===== config.mk =====
export PLATFORM = sky130hd
export DESIGN_NAME = truth_table_sweeper
export DESIGN_NICKNAME = d
export VERILOG_FILES = /design/src/rtl/truth_table_sweeper.sv
export SDC_FILE = /design/constraint.sdc
export NUM_CORES = 1
export LEC_CHECK = 0
export ABC_CLOCK_PERIOD_IN_PS = 3100
export BUFFER_PORTS_ARGS = -buffer_cell sky130_fd_sc_hd__buf_2
export CAP_MARGIN = 30
export CORE_ASPECT_RATIO = 1.1
export CORE_MARGIN = 1.5
export CORE_UTILIZATION = 40
export DETAILED_ROUTE_END_ITERATION = 8
export GPL_ROUTABILITY_DRIVEN = 0
export PLACE_DENSITY = 0.67
export SLEW_MARGIN = 20
export SYNTH_ARGS = -nofsm -noshare
export SYNTH_HDL_FRONTEND = slang
export SYNTH_SLANG_ARGS = --single-unit

===== constraint.sdc =====
create_clock -name clk -period 3.1 [get_ports clk]
set_input_delay 0.155 -clock clk [delete_from_list [all_inputs] [get_ports clk]]
set_output_delay 0.155 -clock clk [all_outputs]
set_load 0.02 [all_outputs]

===== src/rtl/truth_table_sweeper.sv =====
`default_nettype none
// ============================================================================
// Module   : truth_table_sweeper
// Brief    : Drives every N_IN-bit input vector in ascending order to a
//            combinational DUT and holds each one for DWELL cycles. It samples
//            the DUT response into a captured truth table and compares that
//            table against a golden one at the end of the sweep.
// Options  : define TT_MISMATCH_DIAG_EN to add the mismatch_cnt and
//            first_fail diagnostic outputs.
// Revision : 1.0 - initial release
// ============================================================================
module truth_table_sweeper #(
    parameter int N_IN  = 4,
    parameter int DWELL = 20
) (
    input  logic                 clk,
    input  logic                 rst_n,
    input  logic                 start,
    input  logic [2**N_IN-1:0]   expected,
    input  logic                 dut_out,
    output logic [N_IN-1:0]      stim,
    output logic                 busy,
    output logic                 done,
    output logic                 pass,
    output logic [2**N_IN-1:0]   tt
`ifdef TT_MISMATCH_DIAG_EN
    ,
    output logic [N_IN:0]        mismatch_cnt,
    output logic [N_IN-1:0]      first_fail
`endif
);

    localparam int              NVEC       = 2**N_IN;
    localparam logic [15:0]     DWELL_LAST = 16'(DWELL - 1);
    localparam logic [N_IN-1:0] LAST_VEC   = '1;
    localparam logic [N_IN-1:0] ONE_VEC    = N_IN'(1);

    typedef enum logic [1:0] {
        IDLE = 2'd0,
        RUN  = 2'd1,
        FIN  = 2'd2
    } state_t;

    state_t      state;
    state_t      state_nxt;
    logic [15:0] dwell_cnt;
    logic        last_dwell;
    logic        accept;

    // The last dwell cycle of a vector is the one where the response is sampled
    assign last_dwell = (dwell_cnt == DWELL_LAST);
    assign accept     = (state == IDLE) && start;

    // Next-state decode and state-derived outputs
    always_comb begin
        state_nxt = state;
        busy      = 1'b0;
        done      = 1'b0;
        case (state)
            IDLE: begin
                if (start) state_nxt = RUN;
            end
            RUN: begin
                busy = 1'b1;
                if (last_dwell && (stim == LAST_VEC)) state_nxt = FIN;
            end
            FIN: begin
                done      = 1'b1;
                state_nxt = IDLE;
            end
            default: state_nxt = IDLE;
        endcase
    end

    // State register, vector/dwell counters, truth-table capture and verdict
    always_ff @(posedge clk) begin
        if (!rst_n) begin
            state     <= IDLE;
            stim      <= '0;
            dwell_cnt <= '0;
            tt        <= '0;
            pass      <= 1'b0;
        end else begin
            state <= state_nxt;
            case (state)
                IDLE: begin
                    if (start) begin
                        stim      <= '0;
                        dwell_cnt <= '0;
                        tt        <= '0;
                        pass      <= 1'b0;
                    end
                end
                RUN: begin
                    if (last_dwell) begin
                        tt[stim]  <= dut_out;
                        dwell_cnt <= '0;
                        // Wraps to zero after the last vector, leaving stim=0 in FIN
                        stim      <= stim + ONE_VEC;
                    end else begin
                        dwell_cnt <= dwell_cnt + 16'd1;
                    end
                end
                FIN: begin
                    // tt already holds the final sample written on entry to FIN
                    pass <= (tt == expected);
                    stim <= '0;
                end
                default: begin
                    stim      <= '0;
                    dwell_cnt <= '0;
                end
            endcase
        end
    end

`ifdef TT_MISMATCH_DIAG_EN
    localparam logic [N_IN:0] ONE_CNT = (N_IN+1)'(1);

    logic [NVEC-1:0] diff;
    logic [N_IN:0]   cnt_c;
    logic [N_IN-1:0] first_c;

    // Popcount of mismatching entries and index of the lowest mismatch
    always_comb begin
        diff    = tt ^ expected;
        cnt_c   = '0;
        first_c = '0;
        for (int k = NVEC - 1; k >= 0; k--) begin
            if (diff[k]) begin
                cnt_c   = cnt_c + ONE_CNT;
                first_c = N_IN'(k);
            end
        end
    end

    // Diagnostic results captured alongside pass in FIN
    always_ff @(posedge clk) begin
        if (!rst_n || accept) begin
            mismatch_cnt <= '0;
            first_fail   <= '0;
        end else if (state == FIN) begin
            mismatch_cnt <= cnt_c;
            first_fail   <= first_c;
        end
    end
`endif

endmodule
`default_nettype wire


-- After elaboration in Yosys (flattened, before gate mapping)
Cells that the tools add are included.
- register bits after elaboration: 39
- bitwise logic cells: 1
- $lt $le $gt $ge: 2
- add/sub/neg operators: 2
- reductions and logical operators: 10
- multiplexer cells: 18
- equality and inequality tests: 8
- operators by type and width (cell ; count):
    two-way mux 16 bit ; 3
    one-hot mux 16 bit (3 select lines) ; 1
    one-hot mux 16 bit (2 select lines) ; 1
    adder 16 x 1 -> 16 bit (second input constant) ; 1
    bitwise mux 16 bit ; 1
    == test 16 bit ; 1
    == test 16 x 5 -> 1 bit (second input constant) ; 1
    two-way mux 4 bit ; 2
    one-hot mux 4 bit (2 select lines) ; 1
    AND reduction 2 bit ; 4
    inequality test 2 bit (second input constant) ; 3
    < comparator 4 x 5 -> 1 bit (second input constant) ; 1
    adder 4 x 1 -> 4 bit (second input constant) ; 1
    demux 1 bit (select 4 bit) ; 1
    == test 4 bit (second input constant) ; 1
    greater-or-equal comparator 4 x 1 -> 1 bit (second input constant) ; 1
    two-way mux 1 bit ; 4
    two-way mux 2 bit ; 2
    one-hot mux 2 bit (2 select lines) ; 1
    nonzero test 2 bit ; 2
    AND reduction 3 bit ; 1
    == test 2 x 1 -> 1 bit (second input constant) ; 1
    == test 2 bit (second input constant) ; 1
    logical AND 1 bit ; 2
    3 further kinds ; 3

-- Longest topological paths before layout
Gate-level depths: netlist of run 1.
- word-level depth: 7
- depth in mapped cells: 6

-- Worst setup path before layout of run 1
No wires, ideal clock.
- path type: flip-flop to flip-flop
- from: register dwell_cnt[0]
- to: register stim[2]
- stages on the path, launching flop included: 7
- path slack: 1478 ps
- arrival: 1500 ps
- library setup time: 122 ps
- cells stage by stage: dfxtp_1 > ha_1 > and4bb_1 > and4_1 > buf_4 > a21oi_1 > o311a_1
- cells in the longest elaborated chain, start to end: 3
- RTL lines (item ; line ; source):
    from (decl) ; 46 ; logic [15:0] dwell_cnt;
    from (signal assigned) ; 101 ; dwell_cnt <= dwell_cnt + 16'd1;
    == test 16 x 5 -> 1 bit ; 51 ; assign last_dwell = (dwell_cnt == DWELL_LAST);
    inequality test 2 bit (no line) ; n/a ;
    AND reduction 2 bit (no line) ; n/a ;
    to (signal assigned) ; 99 ; stim <= stim + ONE_VEC;
    to (decl) ; 21 ; output logic [N_IN-1:0] stim,
Every way passes these cells.
A chain may end at the register's enable or synchronous reset.

-- Final worst setup path of run 1
Ends and elaborated chain as after synthesis.

==> key figures, run 1 <==
Clocking
  • # resized after CTS: 0
  • CTS max path bufs: 2
  • Cts bufs inserted: 5
  • CTS tree: built
  • Post-CTS setup repair buffer count: 0
  • Root buf cell: clkbuf_8
  • Later-pin clock latency in the skew report: 0.30 ns
  • Reg clk slew, reported paths: 0.08 ns
  • CTS H-Tree Depth: 2
  • CTS Hold Bufs: 0
  • Clk sinks: 39

Synth
  • Synth Register Bits: 39
  • Count of warnings emitted by yosys: 0
  • Async S/R FF share, synth: 0%
  • Top_reg_cell synth: dfxtp_1
  • Post-synth EDFFs: 0
  • Post-Synthesis Net Count: 282
  • Post-Syn Area: 2207 sq um
  • Synth cell types: 45
  • Mapped Cells: 257
  • Average size of a mapped cell: 8.588 sq um
  • Sequential element share of the synthesized area: 35.37%

Power
  • Seq pwr share: 50.6%
  • Clk pwr share: 42.4%
  • Tot Pwr: 1.008 mW
  • NetSw: 238.4 uW
  • Sw frac: 23.65%
  • Power Density: 393.1 nW/um^2
  • Gate power share: 7.0%
  • Largest vdd supply drop: 173.4 uV
  • Pleak: 1.124 nW
  • Internal power: 769.5 uW

Setup path
  • Required @ worst endpoint: 3.27 ns
  • R2R setup slack: 0.90 ns
  • Crit-path max FO: 22
  • Arrival time worst endpoint: 2.37 ns
  • Setup crit start kind: flop
  • Crit Path Class: flop to flop
  • Element type at the critical path end: flop

Die
  • Width of the die: 73.83 um
  • Std-Cell Rows: 28
  • Die area: 5973 sq um
  • Boundary Pins: 43
  • Die height: 80.91 um
  • Core Region: 5360 sq um
  • Starting Density: 41.18%

Route
  • Routed Antenna Nets: 0
  • Wire per inst: 14.13 um
  • Total number of vias: 2058
  • # DRC: 0
  • DR vias/cell: 5.577
  • Starting DRT DRC Count: 102
  • Pre-Repair DR Iteration Count: 4
  • Drt total wl: 5215 um

Timing
  • Final-report setup violation count: 0
  • Max Slew Vio Count: 0
  • Slew @ Worst Pin: 0.7931 ns
  • Rel. slew slack: 46.72%
  • Hold Vio Cnt, Final: 0
  • Final Skew: 0.01599 ns
  • Fin crit share: 70.82%
  • Final min period: 2.195 ns
  • Setup tns final: 0 ns
  • RSZ-0062 raised after global routing: no
  • Max Clk Rate: 455.5 MHz

Placement
  • Port bufs: 42
  • Final HPWL DP: 3743 um
  • Area after DPL: 2451 sq um
  • Placed Instances: 361

Global routing
  • First-pass GRT wire length: 8707 um
  • Vias in the first global route: 1867
  • Largest net degree at the start of global routing: 23
  • Initial antenna violation count: 0
  • GRT Overall Usage: 18.55%
  • GR Overflow Total: 0

Worst hold path
  • Hold Crit Class: primary input to flop

Cells and area
  • Area delta synth->final: 16.16%
  • Final instance area: 2564 sq um
  • Layout cells sized above 1: 19.73%
  • Diodes inserted: 0
  • Final cell count without fillers: 369
  • Fill count: 527
  • Nets: 318

Run
  • Maxcap violations: 0

Run status
  • Status: finished clean
-- cell type report --
type | instances | area (sq um) | share of cell area (%)
Multi-Input combinational cell | 195 | 1321 | 51.54
Inverter | 8 | 30.03 | 1.171
Timing Repair Buffer | 44 | 225.2 | 8.785
Clock inverter | 3 | 43.79 | 1.708
Clock buffer | 5 | 68.82 | 2.684
Tap cell | 75 | 93.84 | 3.660
Sequential cell | 39 | 780.7 | 30.45
-- state kept, by name, summed over array words and instances, names as in the netlist --
| register | count |
|---|---|
| dwell_cnt | 16 |
| pass | 1 |
| state | 2 |
| stim | 4 |
| tt | 16 |
-- final timing paths --
path,to,startpoint,cells after the start
worst max-delay path,stim[2],dwell_cnt[0],5
worst min register to register,tt[7],tt[7],2
worst min-delay path,state[0],start,3
worst max register to register,stim[2],dwell_cnt[0],5
-- power groups by stage --
stage	clock (mW)	sequential, mW	combinational [mW]
after CTS	0.436	0.510	0.0706
after global routing	0.453	0.511	0.0788
after global placement	0	0.521	0.0698
final	0.427	0.510	0.0705
after detailed placement	0	0.521	0.0701
after floorplan	0	0.518	0.0458
-- stage by stage --
| step | hold slack (ns) | setup slack, ns | utilization, % |
|---|---|---|---|
| floorplan | 0.3260 | 1.478 | - |
| global placement | 0.4639 | 1.048 | 45.73 |
| detailed placement | 0.4658 | 0.9771 | 45.73 |
| CTS | 0.1479 | 0.9561 | 47.83 |
| global route | 0.2001 | 0.7086 | 47.83 |
| finish | 0.1544 | 0.9047 | 47.83 |
-- Yosys cell counts, types with 2 or more instances --
library cell  number  area (sq um)
dfxtp_1           39         780.8
nand2_1           32         120.1
nand4_1           23         143.9
xor2_1            20         175.2
mux2i_1           15         150.1
nand3_1           12         60.06
a21oi_1            9         45.04
a31oi_1            9         56.30
clkbuf_1           9         33.78
inv_1              7         26.28
nor2_1             6         22.52
nor3_1             6         30.03
nor4_1             6         37.54
o21ai_0            6         30.03
ha_1               5         62.56
o211ai_1           5         37.54
and3_1             4         25.02
and4_1             4         35.03
and2_1             3         18.77
buf_2              3         15.01
nor2b_1            3         18.77
or3_1              3         18.77
a41oi_1            2         17.52
buf_4              2         15.01
nor4b_2            2         30.03
o21ai_1            2         10.01
or4_1              2         15.01
-- critical path: stages (launching register included) --
cell and delay, ns:
dfxtp_1 0.40, ha_1 0.27, and4bb_1 0.25, and4_1 0.69, a21oi_1 0.15, o311a_1 0.31
-- metal layers --
layer,vias to the layer above,GRT usage [%],part of all wire [%]
met5,-,0,0
met1,955,23.23,45
met3,8,3.722,4.2
met4,0,6.852,1.6
met2,66,31.26,49
li1,1029,-,-
-- cells in the final DEF (no fill, tap or decap), types with 3 or more instances in the layout --
master	n
ha_1	5
and3_1	4
mux2i_1	15
nor2b_1	3
clkbuf_8	5
a31oi_1	9
inv_1	7
nand4_1	23
and4_1	4
or3_1	3
dfxtp_1	39
nor2_1	6
o211ai_1	5
o21ai_0	6
and2_1	3
nor4_1	6
xor2_1	20
nor3_1	6
nand3_1	12
buf_2	42
nand2_1	32
a21oi_1	9
-- cell families (layout without fill, tap and decap cells) --
kind of cell,count (synthesis),count (layout),share of synthesized area (%)
xor+xnor,21,21,8.333
mux,15,15,6.803
flops,39,39,35.37
compound gates,41,41,12.13
fa+ha+maj,5,5,2.834
buf+inv,23,60,4.761
simple gates,113,113,29.76
(Power assumes the default switching activity.)
==> run 2, diff against run 1 <==
--- a/config.mk
+++ b/config.mk
@@ -5,7 +5,7 @@
 export SDC_FILE = /design/constraint.sdc
 export NUM_CORES = 1
 export LEC_CHECK = 0
-export ABC_CLOCK_PERIOD_IN_PS = 3100
+export ABC_CLOCK_PERIOD_IN_PS = 2100
 export BUFFER_PORTS_ARGS = -buffer_cell sky130_fd_sc_hd__buf_2
 export CAP_MARGIN = 30
 export CORE_ASPECT_RATIO = 1.1
==> constraint.sdc (replaced) <==
create_clock -name clk -period 2.1 [get_ports clk]
set_input_delay 0.105 -clock clk [delete_from_list [all_inputs] [get_ports clk]]
set_output_delay 0.105 -clock clk [all_outputs]
set_load 0.02 [all_outputs]
==> run 2 against run 1 <==
Cell area is 2.2% higher. Combinational power is 52% higher. Via count is 1.0% lower. Non-clock buffer count is 5 higher. Sequential share of layout area is 0.67 points lower. Flip-flop and latch count stayed put. Register-to-register slack worse by 0.68 ns. Hold slack worse by 0.046 ns. Critical endpoint unchanged. Largest cell class unchanged. Highest routed layer unchanged.
==> key figures, run 2 (synthesized netlist as in run 1, its figures left out) <==
Setup path
  • Crit path from: dwell_cnt[0]
  • Arrival time worst endpoint: 2.06 ns (-0.31 ns)
  • Critical path buffer and inverter count: 1 (+1)
  • R2R setup slack: 0.22 ns (-0.68 ns)
  • Setup crit start kind: flop
  • Element type at the critical path end: flop
  • Critical Path Sink: stim[2]
  • Required @ worst endpoint: 2.28 ns (-0.99 ns)
  • Crit path max-delay family: simple AND/OR/NAND/NOR gates
  • Crit-path slowest cell: dfxtp_1
  • Cell depth of the worst setup path: 6 (+1)
  • Crit-path max FO: 20 (-9.1%)
  • CP max stage delay: 0.40 ns (-0.29 ns)
  • Reg2reg start: dwell_cnt[0]
  • Critical path cell sequence: ha_1 > and4bb_1 > and4_1 > buf_4 > a21oi_1 > o311a_1
  • Reg2Reg Depth: 6 (+1)
  • Crit Path Class: flop to flop
  • Critical R2R Capture: stim[2]

Die
  • Starting Density: 41.18% (unchanged)
  • Die area: 5973 sq um (unchanged)
  • Width of the die: 73.83 um (unchanged)
  • Die height: 80.91 um (unchanged)
  • Core Region: 5360 sq um (unchanged)
  • Std-Cell Rows: 28 (unchanged)
  • Boundary Pins: 43 (unchanged)

Route
  • Routed Antenna Nets: 0 (unchanged)
  • Drt total wl: 5218 um (about the same)
  • Pre-Repair DR Iteration Count: 5 (+1)
  • DR vias/cell: 5.447 (-2.3%)
  • # DRC: 0 (unchanged)
  • Starting DRT DRC Count: 149 (+46%)
  • Wire per inst: 13.95 um (-1.3%)
  • Total number of vias: 2037 (-1.0%)

Timing
  • Final Skew: 0.009361 ns (-0.006626 ns)
  • RSZ-0062 raised after global routing: no
  • Fin crit share: 89.32% (+19 points)
  • Slew @ Worst Pin: 0.5051 ns (-0.2880 ns)
  • Hold Vio Cnt, Final: 0 (unchanged)
  • Setup tns final: 0 ns (unchanged)
  • Rel. slew slack: 66.24% (+20 points)
  • Max Clk Rate: 533.1 MHz (+17%)
  • Final-report setup violation count: 0 (unchanged)
  • Final min period: 1.876 ns (-0.3195 ns)
  • Max Slew Vio Count: 0 (unchanged)

Placement
  • Final HPWL DP: 3866 um (+3.3%)
  • Port bufs: 42 (unchanged)
  • Area after DPL: 2489 sq um (+1.5%)

Power
  • Clk pwr share: 46.4% (+4.0 points)
  • Sw frac: 21.39% (-2.3 points)
  • Power Density: 611.3 nW/um^2 (+55%)
  • Pleak: 1.157 nW (+2.9%)
  • Largest vdd supply drop: 385.3 uV (+120%)
  • Seq pwr share: 47.0% (-3.6 points)
  • Internal power: 1.260 mW (+64%)
  • Tot Pwr: 1.602 mW (+59%)
  • NetSw: 342.7 uW (+44%)
  • Gate power share: 6.7% (-0.3 points)

Cells and area
  • Top Registers: dwell_cnt x16, tt x16, stim x4
  • Diodes inserted: 0 (unchanged)
  • Nets: 323 (+1.6%)
  • Commonest non-fill, non-tap cell in the layout: buf_2
  • Most frequent cells in the layout: buf_2, dfxtp_1, nand2_1, nand4_1, xor2_1
  • Final instance area: 2621 sq um (+2.2%)
  • Layout cells sized above 1: 20.74% (+1.0 points)
  • Fill count: 539 (+2.3%)
  • Area delta synth->final: 18.76%

Clocking
  • Later-pin clock latency in the skew report: 0.30 ns (about the same)
  • Clk sinks: 39 (unchanged)
  • Reg clk slew, reported paths: 0.07 ns (about the same)
  • # resized after CTS: 0 (unchanged)
  • Root buf cell: clkbuf_8
  • CTS max path bufs: 2 (unchanged)
  • Post-CTS setup repair buffer count: 0 (unchanged)
  • Cts bufs inserted: 5 (unchanged)
  • CTS H-Tree Depth: 2 (unchanged)
  • CTS tree: built
  • CTS Hold Bufs: 0 (unchanged)

Run status
  • Status: finished clean

Worst hold path
  • Hold Crit Class: primary input to flop

Global routing
  • Initial antenna violation count: 0 (unchanged)
  • First-pass GRT wire length: 8556 um (-1.7%)
  • Largest net degree at the start of global routing: 24 (+4.3%)
  • Vias in the first global route: 1808 (-3.2%)
  • GR Overflow Total: 0 (unchanged)
  • GRT Overall Usage: 18.23% (-0.32 points)

Run
  • Maxcap violations: 0 (unchanged)
==> run 2: cell types whose count changed in the layout (fill, tap and decap cells not counted) <==
| cell | delta |
|---|---|
| clkinv_2 | -1 |
| buf_4 | +5 |
| bufinv_16 | +1 |
| clkbuf_1 | +1 |
| clkinv_4 | -1 |
==> run 2: worst min path at each step <==
stage	from	slack (ns)	endpoint	cells past startpoint
3_5_place_dp	start	0.42	state[0]	3
3_3_place_gp	start	0.41	state[0]	3
5_1_grt	start	0.12	state[0]	3
4_1_cts	start	0.10	state[0]	3
2_1_floorplan	start	0.28	state[0]	2
6_report	start	0.11	state[0]	3
==> run 2: cell type report <==
| type | instances | area (sq um) | area share, % |
|---|---|---|---|
| multi-input cells | 195 | 1321 | 50.41 |
| flip-flops and latches | 39 | 780.7 | 29.79 |
| repair buffers | 49 | 262.8 | 10.02 |
| well taps | 75 | 93.84 | 3.580 |
| clock buffers | 6 | 72.57 | 2.769 |
| clock inverters | 2 | 60.06 | 2.291 |
| inverters | 8 | 30.03 | 1.146 |
==> run 2: metrics by stage <==
step                      cells  util (%)  setup WS, ns  hold slack, ns
after floorplan             257         -        0.4784          0.2760
after detailed placement    366     46.43        0.2463          0.4153
after CTS                   374     48.90        0.2331          0.1010
after global routing        374     48.90       0.09919          0.1188
final                       374     48.90        0.2243          0.1080
after global placement      366     46.43        0.3037          0.4137
==> run 2: layer usage <==
layer | wire length [um] | track usage, %
met4 | 49 | 5.185
met1 | 2433 | 23.06
met5 | 0 | 0
met2 | 2539 | 30.90
met3 | 195 | 4.094
==> run 2: tightest hold or removal path: stages <==
cell	delay, ns
buf_2	0.12
nor2_1	0.08
nor4_1	0.05
==> run 2: power groups by stage <==
| stage | combinational (mW) | sequential (mW) | clock (mW) |
|---|---|---|---|
| finish | 0.107 | 0.753 | 0.743 |
| CTS | 0.107 | 0.752 | 0.757 |
| floorplan | 0.0676 | 0.765 | 0 |
| detailed placement | 0.107 | 0.770 | 0 |
| global placement | 0.106 | 0.770 | 0 |
| global route | 0.119 | 0.754 | 0.790 |
